--- src/rtl/fft_stage_sequencer.sv ---
// Radix-2 DIT FFT stage/butterfly sequencer with drain gaps.
// Optional bit-reverse output phase: define FFT_BITREV_EN.
module fft_stage_sequencer #(
  parameter int MAX_N      = 32,
  parameter int ADDR_WIDTH = $clog2(MAX_N),
  parameter int BF_LATENCY = 4
) (
  input  logic                  clk,
  input  logic                  rst,
  input  logic                  start,
  input  logic [ADDR_WIDTH:0]   n_points,
  input  logic                  fmt_in,
  input  logic                  bf_ready,
  output logic                  bf_valid,
  output logic [ADDR_WIDTH-1:0] addr_a,
  output logic [ADDR_WIDTH-1:0] addr_b,
  output logic [ADDR_WIDTH-1:0] tw_k,
  output logic [ADDR_WIDTH:0]   tw_n,
  output logic                  tw_fmt,
  output logic [2:0]            stage,
`ifdef FFT_BITREV_EN
  output logic                  br_valid,
  output logic [ADDR_WIDTH-1:0] br_addr,
`endif
  output logic                  busy,
  output logic                  done,
  output logic                  err
);

  localparam int AW = ADDR_WIDTH;
  localparam int CW = (BF_LATENCY > 1) ? $clog2(BF_LATENCY) : 1;

  typedef enum logic [2:0] {
    IDLE, ISSUE, DRAIN, BITREV, FINISH
  } state_t;

  state_t        state_q, state_d;
  logic [AW-1:0] j_q, j_d;
  logic [2:0]    stg_q, stg_d;
  logic [CW-1:0] cnt_q, cnt_d;
  logic [2:0]    l_q, l_in, l_eff;
  logic          legal, accept, fire, last_bf;
`ifdef FFT_BITREV_EN
  logic [AW-1:0] i_q, i_d, rev;
  logic          br_valid_d;
  logic [AW-1:0] br_addr_d;
`endif

  logic          bf_valid_d, busy_d, done_d, err_d, tw_fmt_d;
  logic [AW-1:0] addr_a_d, addr_b_d, tw_k_d;
  logic [AW-1:0] half, pos, grp, a_calc;
  logic [AW:0]   tw_n_d;

  assign stage = stg_q;
  assign fire  = bf_valid & bf_ready;
  assign legal = (n_points >= (AW+1)'(2))
              && (n_points <= (AW+1)'(MAX_N))
              && ((n_points & (n_points - (AW+1)'(1))) == '0);
  assign accept  = (state_q == IDLE) && start && legal;
  assign last_bf = (j_q == AW'((tw_n >> 1) - (AW+1)'(1)));
  assign l_eff   = accept ? l_in : l_q;

  // log2 of the requested size (only meaningful when legal)
  always_comb begin
    l_in = '0;
    for (int b = 0; b <= AW; b++)
      if (n_points[b]) l_in = 3'(b);
  end

  // state and loop-counter register
  always_ff @(posedge clk) begin
    if (rst) begin
      state_q <= IDLE;
      j_q     <= '0;
      stg_q   <= '0;
      cnt_q   <= '0;
      l_q     <= '0;
`ifdef FFT_BITREV_EN
      i_q     <= '0;
`endif
    end else begin
      state_q <= state_d;
      j_q     <= j_d;
      stg_q   <= stg_d;
      cnt_q   <= cnt_d;
      if (accept) l_q <= l_in;
`ifdef FFT_BITREV_EN
      i_q     <= i_d;
`endif
    end
  end

  // next-state and counter sequencing
  always_comb begin
    state_d = state_q;
    j_d     = j_q;
    stg_d   = stg_q;
    cnt_d   = cnt_q;
`ifdef FFT_BITREV_EN
    i_d     = i_q;
`endif
    unique case (state_q)
      IDLE: begin
        if (accept) begin
          state_d = ISSUE;
          j_d     = '0;
          stg_d   = '0;
        end
      end
      ISSUE: begin
        if (fire) begin
          if (last_bf) begin
            state_d = DRAIN;
            j_d     = '0;
            cnt_d   = '0;
          end else begin
            j_d = j_q + AW'(1);
          end
        end
      end
      DRAIN: begin
        if (cnt_q == CW'(BF_LATENCY - 1)) begin
          if (stg_q == l_q - 3'd1) begin
`ifdef FFT_BITREV_EN
            state_d = BITREV;
            i_d     = '0;
`else
            state_d = FINISH;
`endif
          end else begin
            stg_d   = stg_q + 3'd1;
            state_d = ISSUE;
          end
        end else begin
          cnt_d = cnt_q + CW'(1);
        end
      end
      BITREV: begin
`ifdef FFT_BITREV_EN
        if (bf_ready) begin
          if (i_q == AW'(tw_n - (AW+1)'(1)))
            state_d = FINISH;
          else
            i_d = i_q + AW'(1);
        end
`else
        state_d = IDLE;
`endif
      end
      FINISH:  state_d = IDLE;
      default: state_d = IDLE;
    endcase
  end

  // next values of the registered outputs
  always_comb begin
    half   = AW'(1) << stg_d;
    pos    = j_d & (half - AW'(1));
    grp    = j_d >> stg_d;
    a_calc = (grp << (stg_d + 3'd1)) | pos;

    bf_valid_d = (state_d == ISSUE);
    addr_a_d   = bf_valid_d ? a_calc : addr_a;
    addr_b_d   = bf_valid_d ? (a_calc + half) : addr_b;
    tw_k_d     = bf_valid_d ? (pos << (l_eff - 3'd1 - stg_d)) : tw_k;
    tw_n_d     = accept ? n_points : tw_n;
    tw_fmt_d   = accept ? fmt_in : tw_fmt;
    busy_d     = (state_d != IDLE);
    done_d     = (state_q == FINISH);
    err_d      = (state_q == IDLE) && start && !legal;
`ifdef FFT_BITREV_EN
    for (int b = 0; b < AW; b++)
      rev[b] = i_d[AW-1-b];
    br_valid_d = (state_d == BITREV);
    br_addr_d  = br_valid_d ? (rev >> (3'(AW) - l_q)) : br_addr;
`endif
  end

  // output register
  always_ff @(posedge clk) begin
    if (rst) begin
      bf_valid <= 1'b0;
      addr_a   <= '0;
      addr_b   <= '0;
      tw_k     <= '0;
      tw_n     <= '0;
      tw_fmt   <= 1'b0;
      busy     <= 1'b0;
      done     <= 1'b0;
      err      <= 1'b0;
`ifdef FFT_BITREV_EN
      br_valid <= 1'b0;
      br_addr  <= '0;
`endif
    end else begin
      bf_valid <= bf_valid_d;
      addr_a   <= addr_a_d;
      addr_b   <= addr_b_d;
      tw_k     <= tw_k_d;
      tw_n     <= tw_n_d;
      tw_fmt   <= tw_fmt_d;
      busy     <= busy_d;
      done     <= done_d;
      err      <= err_d;
`ifdef FFT_BITREV_EN
      br_valid <= br_valid_d;
      br_addr  <= br_addr_d;
`endif
    end
  end

endmodule

--- config.mk ---
export PLATFORM = sky130hd
export DESIGN_NAME = fft_stage_sequencer
export DESIGN_NICKNAME = d
export VERILOG_FILES = /design/src/rtl/fft_stage_sequencer.sv
export SDC_FILE = /design/constraint.sdc
export NUM_CORES = 1
export LEC_CHECK = 0
export ABC_AREA = 1
export CORE_MARGIN = 3
export CORE_UTILIZATION = 45
export DETAILED_ROUTE_END_ITERATION = 10
export GPL_ROUTABILITY_DRIVEN = 0
export GPL_TIMING_DRIVEN = 0
export PLACE_DENSITY = 0.68
export SLEW_MARGIN = 25
export SYNTH_ARGS = -nofsm -noshare
export SYNTH_HDL_FRONTEND = slang
export SYNTH_SLANG_ARGS = --single-unit
--- constraint.sdc ---
create_clock -name clk -period 10.4 [get_ports clk]
set_input_delay 2.08 -clock clk [delete_from_list [all_inputs] [get_ports clk]]
set_output_delay 2.08 -clock clk [all_outputs]
set_load 0.02 [all_outputs]
== After elaboration in Yosys (flattened, before gate mapping) ==
Index checks and enable logic that the tools add are counted.

* Output and inout port bits: 29
* Input port bits: 11
* Flip-flop bits (word level): 42
* Logic and storage cells: 80

* Magnitude comparators: 2
* Shifts and indexed selects: 4
* Multiplexer cells: 24
* Reduce and logical (&&, ||, !) cells: 11
* Equality and inequality tests: 10
* Bitwise logic cells: 4
* $add $sub $neg: 11

{| class="wikitable"
|+ Operators with widths
! cell !! number
|-
| $mux W3 || 12
|-
| $mux W5 || 3
|-
| $pmux W5 S2 || 1
|-
| $shl A5 B3 Y5 || 2
|-
| $sub A5 B1 Y5 const B || 2
|-
| $pmux W3 S3 || 1
|-
| $mux W2 || 4
|-
| $add A3 B1 Y3 const B || 2
|-
| $and A6 B6 Y6 || 1
|-
| $eq A3 B1 Y1 const B || 2
|-
| $ge A6 B2 Y1 const B || 1
|-
| $le A6 B6 Y1 const B || 1
|-
| $logic_not A6 Y1 || 1
|-
| $ne A2 B2 Y1 const B || 3
|-
| $pmux W3 S2 || 1
|-
| $sub A3 B1 Y3 const B || 2
|-
| $sub A6 B1 Y6 const B || 1
|-
| $add A5 B1 Y5 const B || 1
|-
| $add A5 B5 Y5 || 1
|-
| $and A5 B5 Y5 || 1
|-
| $eq A5 B5 Y1 || 1
|-
| $logic_and A1 B1 Y1 || 5
|-
| $or A5 B5 Y5 || 1
|-
| $shl A1 B3 Y5 const A || 1
|-
| other kinds (15) || 15
|}

== Longest topological paths before layout ==
Gate-level depths: netlist of run 1.

* Depth in word-level cells: 12
* Depth in mapped cells: 28
* Gate-level depth less buffers: 28

== Worst setup path before layout of run 1 ==
Ideal clock, no wire load.

* Path type: input -> register
* Start point: input n_points[2]
* End point: register addr_b[4]
* Arrival: 5094 ps
* Stages: 21
* Path buffers: 0
* Setup time: 125 ps
* Path slack: 5181 ps
* Data required time: 10275 ps
* Path through: inv_1 > nand2_1 > a21oi_2 > nand4_4 > nand2_1 > o21ai_2 > inv_1 > ha_1 > inv_1 > nor2_1 > inv_1 > ha_1 > or2_1 > nand2_1 > inv_1 > fa_1 > o21ai_0 > xor2_1 > nand3_1 > nand2_1 > a21oi_2

* Longest elaborated chain between the ends: 12
* Elaborated cells on any way between the ends: 23
* Classes of those cells: 4 x add/sub; 2 x order compare; 1 x eq/ne; 3 x shift; 6 x mux; 3 x bitwise; 4 x reduce/logical

{| class="wikitable"
|+ RTL lines
! element !! RTL line !! RTL
|-
| start, declared || 11 || <nowiki>input logic [ADDR_WIDTH:0] n_points,</nowiki>
|-
| $sub A6 B1 Y6 || 58 || <nowiki>&& ((n_points & (n_points - (AW+1)'(1))) == '0);</nowiki>
|-
| $and A6 B6 Y6 || 58 ||
|-
| $logic_not A6 Y1 || 58 ||
|-
| $logic_and A1 B1 Y1 (*) || 58 ||
|-
| $logic_and A1 B1 Y1 (*) || 59 || <nowiki>assign accept = (state_q == IDLE) && start && legal;</nowiki>
|-
| $mux W3 (*) || 104 || <nowiki>if (accept) begin</nowiki>
|-
| $pmux W3 S2 (*) || 102 || <nowiki>unique case (state_q)</nowiki>
|-
| net stg_d[1] || 39 || <nowiki>logic [2:0] stg_q, stg_d;</nowiki>
|-
| $shl A1 B3 Y5 || 157 || <nowiki>half = AW'(1) << stg_d;</nowiki>
|-
| $sub A5 B1 Y5 || 158 || <nowiki>pos = j_d & (half - AW'(1));</nowiki>
|-
| $and A5 B5 Y5 || 158 ||
|-
| $or A5 B5 Y5 (*) || 160 || <nowiki>a_calc = (grp << (stg_d + 3'd1)) | pos;</nowiki>
|-
| net a_calc[1] || 51 || <nowiki>logic [AW-1:0] half, pos, grp, a_calc;</nowiki>
|-
| $add A5 B5 Y5 (*) || 164 || <nowiki>addr_b_d = bf_valid_d ? (a_calc + half) : addr_b;</nowiki>
|-
| end signal, assigned || 198 || <nowiki>addr_b <= addr_b_d;</nowiki>
|-
| end, declared || 16 || <nowiki>output logic [ADDR_WIDTH-1:0] addr_b,</nowiki>
|}

The timed path passes the listed nets; every way through them passes the cells marked *.
A chain may end at the register's enable or synchronous reset.

== Worst setup path in the final report of run 1 ==
* Start point: input n_points[3]
* End point: register addr_b[4]

The elaborated chain is that of the path after synthesis.

==> results by group, run 1 <==
Outcome
  • Status: finished clean

Die
  • Die X: about 86 microns
  • Std-Cell Rows: 28
  • Core Area: 0.006026 sq mm
  • Die ar.: approximately 0.0073 sq mm
  • Die height: between 80 and 90 microns
  • Num ports: 40
  • Initial Util: a little under half

Placement
  • Dpl cells: ~560
  • I/O Buffers: 38
  • Hpwl dp: around 5.6 mm

Yosys
  • YS warnings: 0
  • Largest family of logic cells by synthesized area: simple AND/OR/NAND/NOR gates
  • Multiplexer share of the synthesized area: 0%
  • Compound-gate portion of the synthesized area: roughly 12%
  • Sequential share of the synthesized area: between 20% and 30%
  • FF+latch count, synth: 42
  • Syn Inst Count: between 400 and 500
  • XOR/XNOR share of the synthesized area: around 2.4%
  • Post-Synth Adder-Cell Area: roughly 8.4%
  • Post-Synth Simple-Gate Area: around 37%
  • Cell Area, Synth: about 0.0029 sq mm
  • Post-Syn Area per Cell: 6.419 sq um
  • Syn_nets: roughly 470
  • Synth cell types: 37

Global route
  • Grt met2 use: about a third
  • Met3 Use GR: between 3 and 4%
  • Vias in the first global route: ~2700
  • Remaining global-route overflow: 0
  • Gr busiest metal: met2
  • Largest net degree at the start of global routing: 13
  • Initial antenna violation count: 0
  • M1 GR Usage: roughly 28%
  • First-pass GRT wire length: roughly 12 mm
  • Overall Global Routing Usage: about a fifth

Route
  • Post-DRT Antenna Nets: 0
  • Vias: between 2000 and 3000
  • DR iter-0 viols: 100
  • Vias per Instance: between 5 and 6
  • Pre-antenna DRT Iters: 4
  • Drt total wl: around 7.1 mm
  • # DRC: 0
  • WL per Instance: between 10 and 15 microns

Setup path
  • Bufs and invs on worst path: 7
  • Worst R2R Start: l_q[0]$_SDFF_PP0_
  • Critical path class: primary input to flip-flop
  • Critical Path AT: 6440 ps
  • Cells along the critical path: clkdlybuf4s50_1 > inv_1 > nand2_1 > nor2_1 > nand2_1 > nand4_4 > nand2_1 > o21ai_2 > inv_1 > ha_1 > inv_1 > nor2_1 > inv_1 > ha_1 > or2_1 > nand2_1 > inv_1 > fa_1 > o21ai_0 > xor2_1 > inv_1 > nand2_1 > nand2_1 > a21oi_2
  • CP Max Fanout: 10
  • CP endpoint kind: flip-flop
  • CP required: between 10000 and 15000 ps
  • R2r setup slk: approximately 6000 ps
  • CP max stage cell: clkdlybuf4s50_1
  • R2R depth: 25
  • Max incr delay on CP: 520 ps
  • CP delay by family, top: simple AND/OR/NAND/NOR gates
  • Crit path launch type: primary input
  • Crit Reg-Reg Endpoint: addr_b[4]$_SDFFE_PP0P_

Clock network
  • Post-CTS setup buffers: 0
  • CTS Hold Bufs: 0
  • Clock sink total: 42
  • Root buf cell: clkbuf_8
  • Reg clk slew, reported paths: 80 ps
  • Resized cells post-CTS: 0
  • CTS tree: yes
  • Number of CTS-inserted buffers: 5
  • Max Root-Sink Buffers: 2
  • Clock Latency Late Sink: between 200 and 300 ps
  • H-tree lvl count: 2

STA
  • Clk_skew: ~6.2 ps
  • Worst-Margin Slew: between 500 and 600 ps
  • Number of setup violations in the final report: 0
  • Fmax: ~160 MHz
  • Tcrit/Tclk final: between 50% and 60%
  • Clock period minus final worst setup slack: 6215 ps
  • Max-slew violations: 0
  • Hold slack final: around 450 ps
  • RSZ-0062 raised after global routing: no
  • Hold Fails Final Rpt: 0
  • Max_slew headroom: 62.52%
  • Final setup TNS: 0 ps

Final layout
  • # nets final: a little over 500
  • Cell Count, Final, Fillers Out: 564
  • Layout cell share with drive strength beyond 1: roughly 5.7%
  • Area grow syn2layout: 19.49%
  • Inserted Diodes: 0

Hold path
  • Hold Path Class: flip-flop to flip-flop
  • Cells on Worst Hold Path: 2
  • Min-Delay Endpoint: tw_n[0]$_SDFFE_PP0P_
  • Min-delay src: tw_n[0]$_SDFFE_PP0P_

Run
  • Max-cap viol count: 0

Power
  • Pwr dens: just over 90 mW/mm^2
  • Leakage: 1.611 nW
  • Peak VDD IR: approximately 56 uV
==> routing by layer <==
layer	vias up	part of all wire (%)
met4	0	1.3
met1	1294	48
li1	1517	-
met5	-	0
met2	59	46
met3	9	4.7
==> how the worst max path moves through the flow <==
stage / from / depth (start not counted) / endpoint / slack, ps
after detailed placement: n_points[3] / 23 / addr_b[4]$_SDFFE_PP0P_ / 3920
after CTS: n_points[3] / 24 / addr_b[4]$_SDFFE_PP0P_ / 4220
after floorplan: n_points[2] / 21 / addr_b[4]$_SDFFE_PP0P_ / 5180
after global routing: n_points[3] / 23 / addr_b[4]$_SDFFE_PP0P_ / 3800
after global placement: n_points[3] / 23 / addr_b[4]$_SDFFE_PP0P_ / 3990
final: n_points[3] / 24 / addr_b[4]$_SDFFE_PP0P_ / 4190
==> placed cells by master, fill, tap and decap left out, types with 2 or more instances in the layout <==
cell type,count
ha_1,16
dfxtp_1,42
clkbuf_1,7
nand3_1,45
inv_1,64
o21ai_1,6
xnor2_1,2
nor2_2,4
nand2_1,120
a21oi_1,27
nand2_2,3
fa_1,2
o21ai_0,18
nand3_2,2
o211ai_1,2
nor3_1,2
nor2_1,45
xor2_1,4
nand4_1,13
nand2_4,2
a21oi_2,2
clkdlybuf4s50_1,38
inv_2,2
clkbuf_8,6
==> kinds of logic (layout without fill, tap and decap cells) <==
family | Yosys count | in the layout
simple gates | 239 | 239
fa+ha+maj | 18 | 18
buf+inv | 77 | 121
compound gates | 62 | 62
xor+xnor | 7 | 7
flops | 42 | 42
==> stage by stage <==
stage	instance area [sq um]	power (W)	setup WS [ps]	util (%)
2_1_floorplan	2856	0.0001985	5181	-
3_3_place_gp	3331	0.0002155	3993	55.27
3_5_place_dp	3331	0.0002161	3918	55.27
4_1_cts	3413	0.0003195	4222	56.64
5_1_grt	3413	0.0003318	3798	56.64
6_report	3413	0.0003176	4185	56.64
==> cell usage after synthesis (all sizes together) <==
cell | number | area share, %
xor2 | 5 | 1.8
nand4 | 14 | 3.6
a21oi | 29 | 5.3
or2 | 1 | 0.22
o21ai | 25 | 4.5
dfxtp | 42 | 29
inv | 67 | 8.9
a31oi | 1 | 0.22
o211ai | 2 | 0.53
a22oi | 1 | 0.26
nor2 | 50 | 7.2
nor3 | 2 | 0.35
o22ai | 1 | 0.22
o311ai | 1 | 0.31
clkbuf | 7 | 0.92
ha | 16 | 7.0
fa | 2 | 1.4
nand3 | 47 | 8.6
o21a | 1 | 0.26
xnor2 | 2 | 0.61
o211a | 1 | 0.35
buf | 2 | 0.66
clkinv | 1 | 0.13
nand2 | 125 | 17
==> tightest hold or removal path, cell delays in order (launching register included) <==
cell,delay (ps)
dfxtp_1,320
nand2_1,60
nor2_1,40
==> final cells by class <==
cell class | instances | area, sq um
fill | 602 | 2613
multi-input combinational | 326 | 1713
sequential | 42 | 840.8
timing repair buffer | 38 | 380.4
inverter | 68 | 257.7
tap | 75 | 93.84
clock buffer | 6 | 82.58
buffer | 9 | 45.04
==> registers in the layout (all words and copies together) (netlist names) <==
signal,flops
state_q,3
busy,1
stage,3
addr_b,5
j_q,5
err,1
l_q,3
bf_valid,1
tw_k,5
tw_n,6
cnt_q,2
done,1
tw_fmt,1
addr_a,5
==> power by group <==
group	switching, W	total, W	internal (W)	leakage, nW
Clock	0.0000540	0.000105	0.0000513	0.0431
Sequential	0.00000202	0.000167	0.000165	0.340
Combinational	0.0000277	0.0000457	0.0000180	1.23
Total	0.0000837	0.000318	0.000234	1.61
(Power assumes the default switching activity.)
==> inputs of run 2 (changes only) <==
Clock period 10.4 ns to 6.3 ns, I/O delays scaled along.
==> results of run 2 <==
Same layout as run 1 (identical final DEF). Status: finished clean.
Main changes from that run: setup slack after placement 3918 ps -> 637.5 ps; setup slack after layout 4185 ps -> 905.2 ps; register-to-register setup slack 5950 ps -> 1850 ps; total power 0.0003176 W -> 0.0005243 W; worst IR drop on VDD 55.69 uV -> 91.94 uV
==> inputs of run 3 (changes only) <==
Settings changed: CTS_CLUSTER_DIAMETER set to 120.
==> results of run 3 <==
Same layout as run 1 (identical final DEF). Status: finished clean.
Main changes from that run: setup slack after placement 3918 ps -> 637.5 ps; setup slack after layout 4185 ps -> 905.2 ps; register-to-register setup slack 5950 ps -> 1850 ps; total power 0.0003176 W -> 0.0005243 W; worst IR drop on VDD 55.69 uV -> 91.94 uV
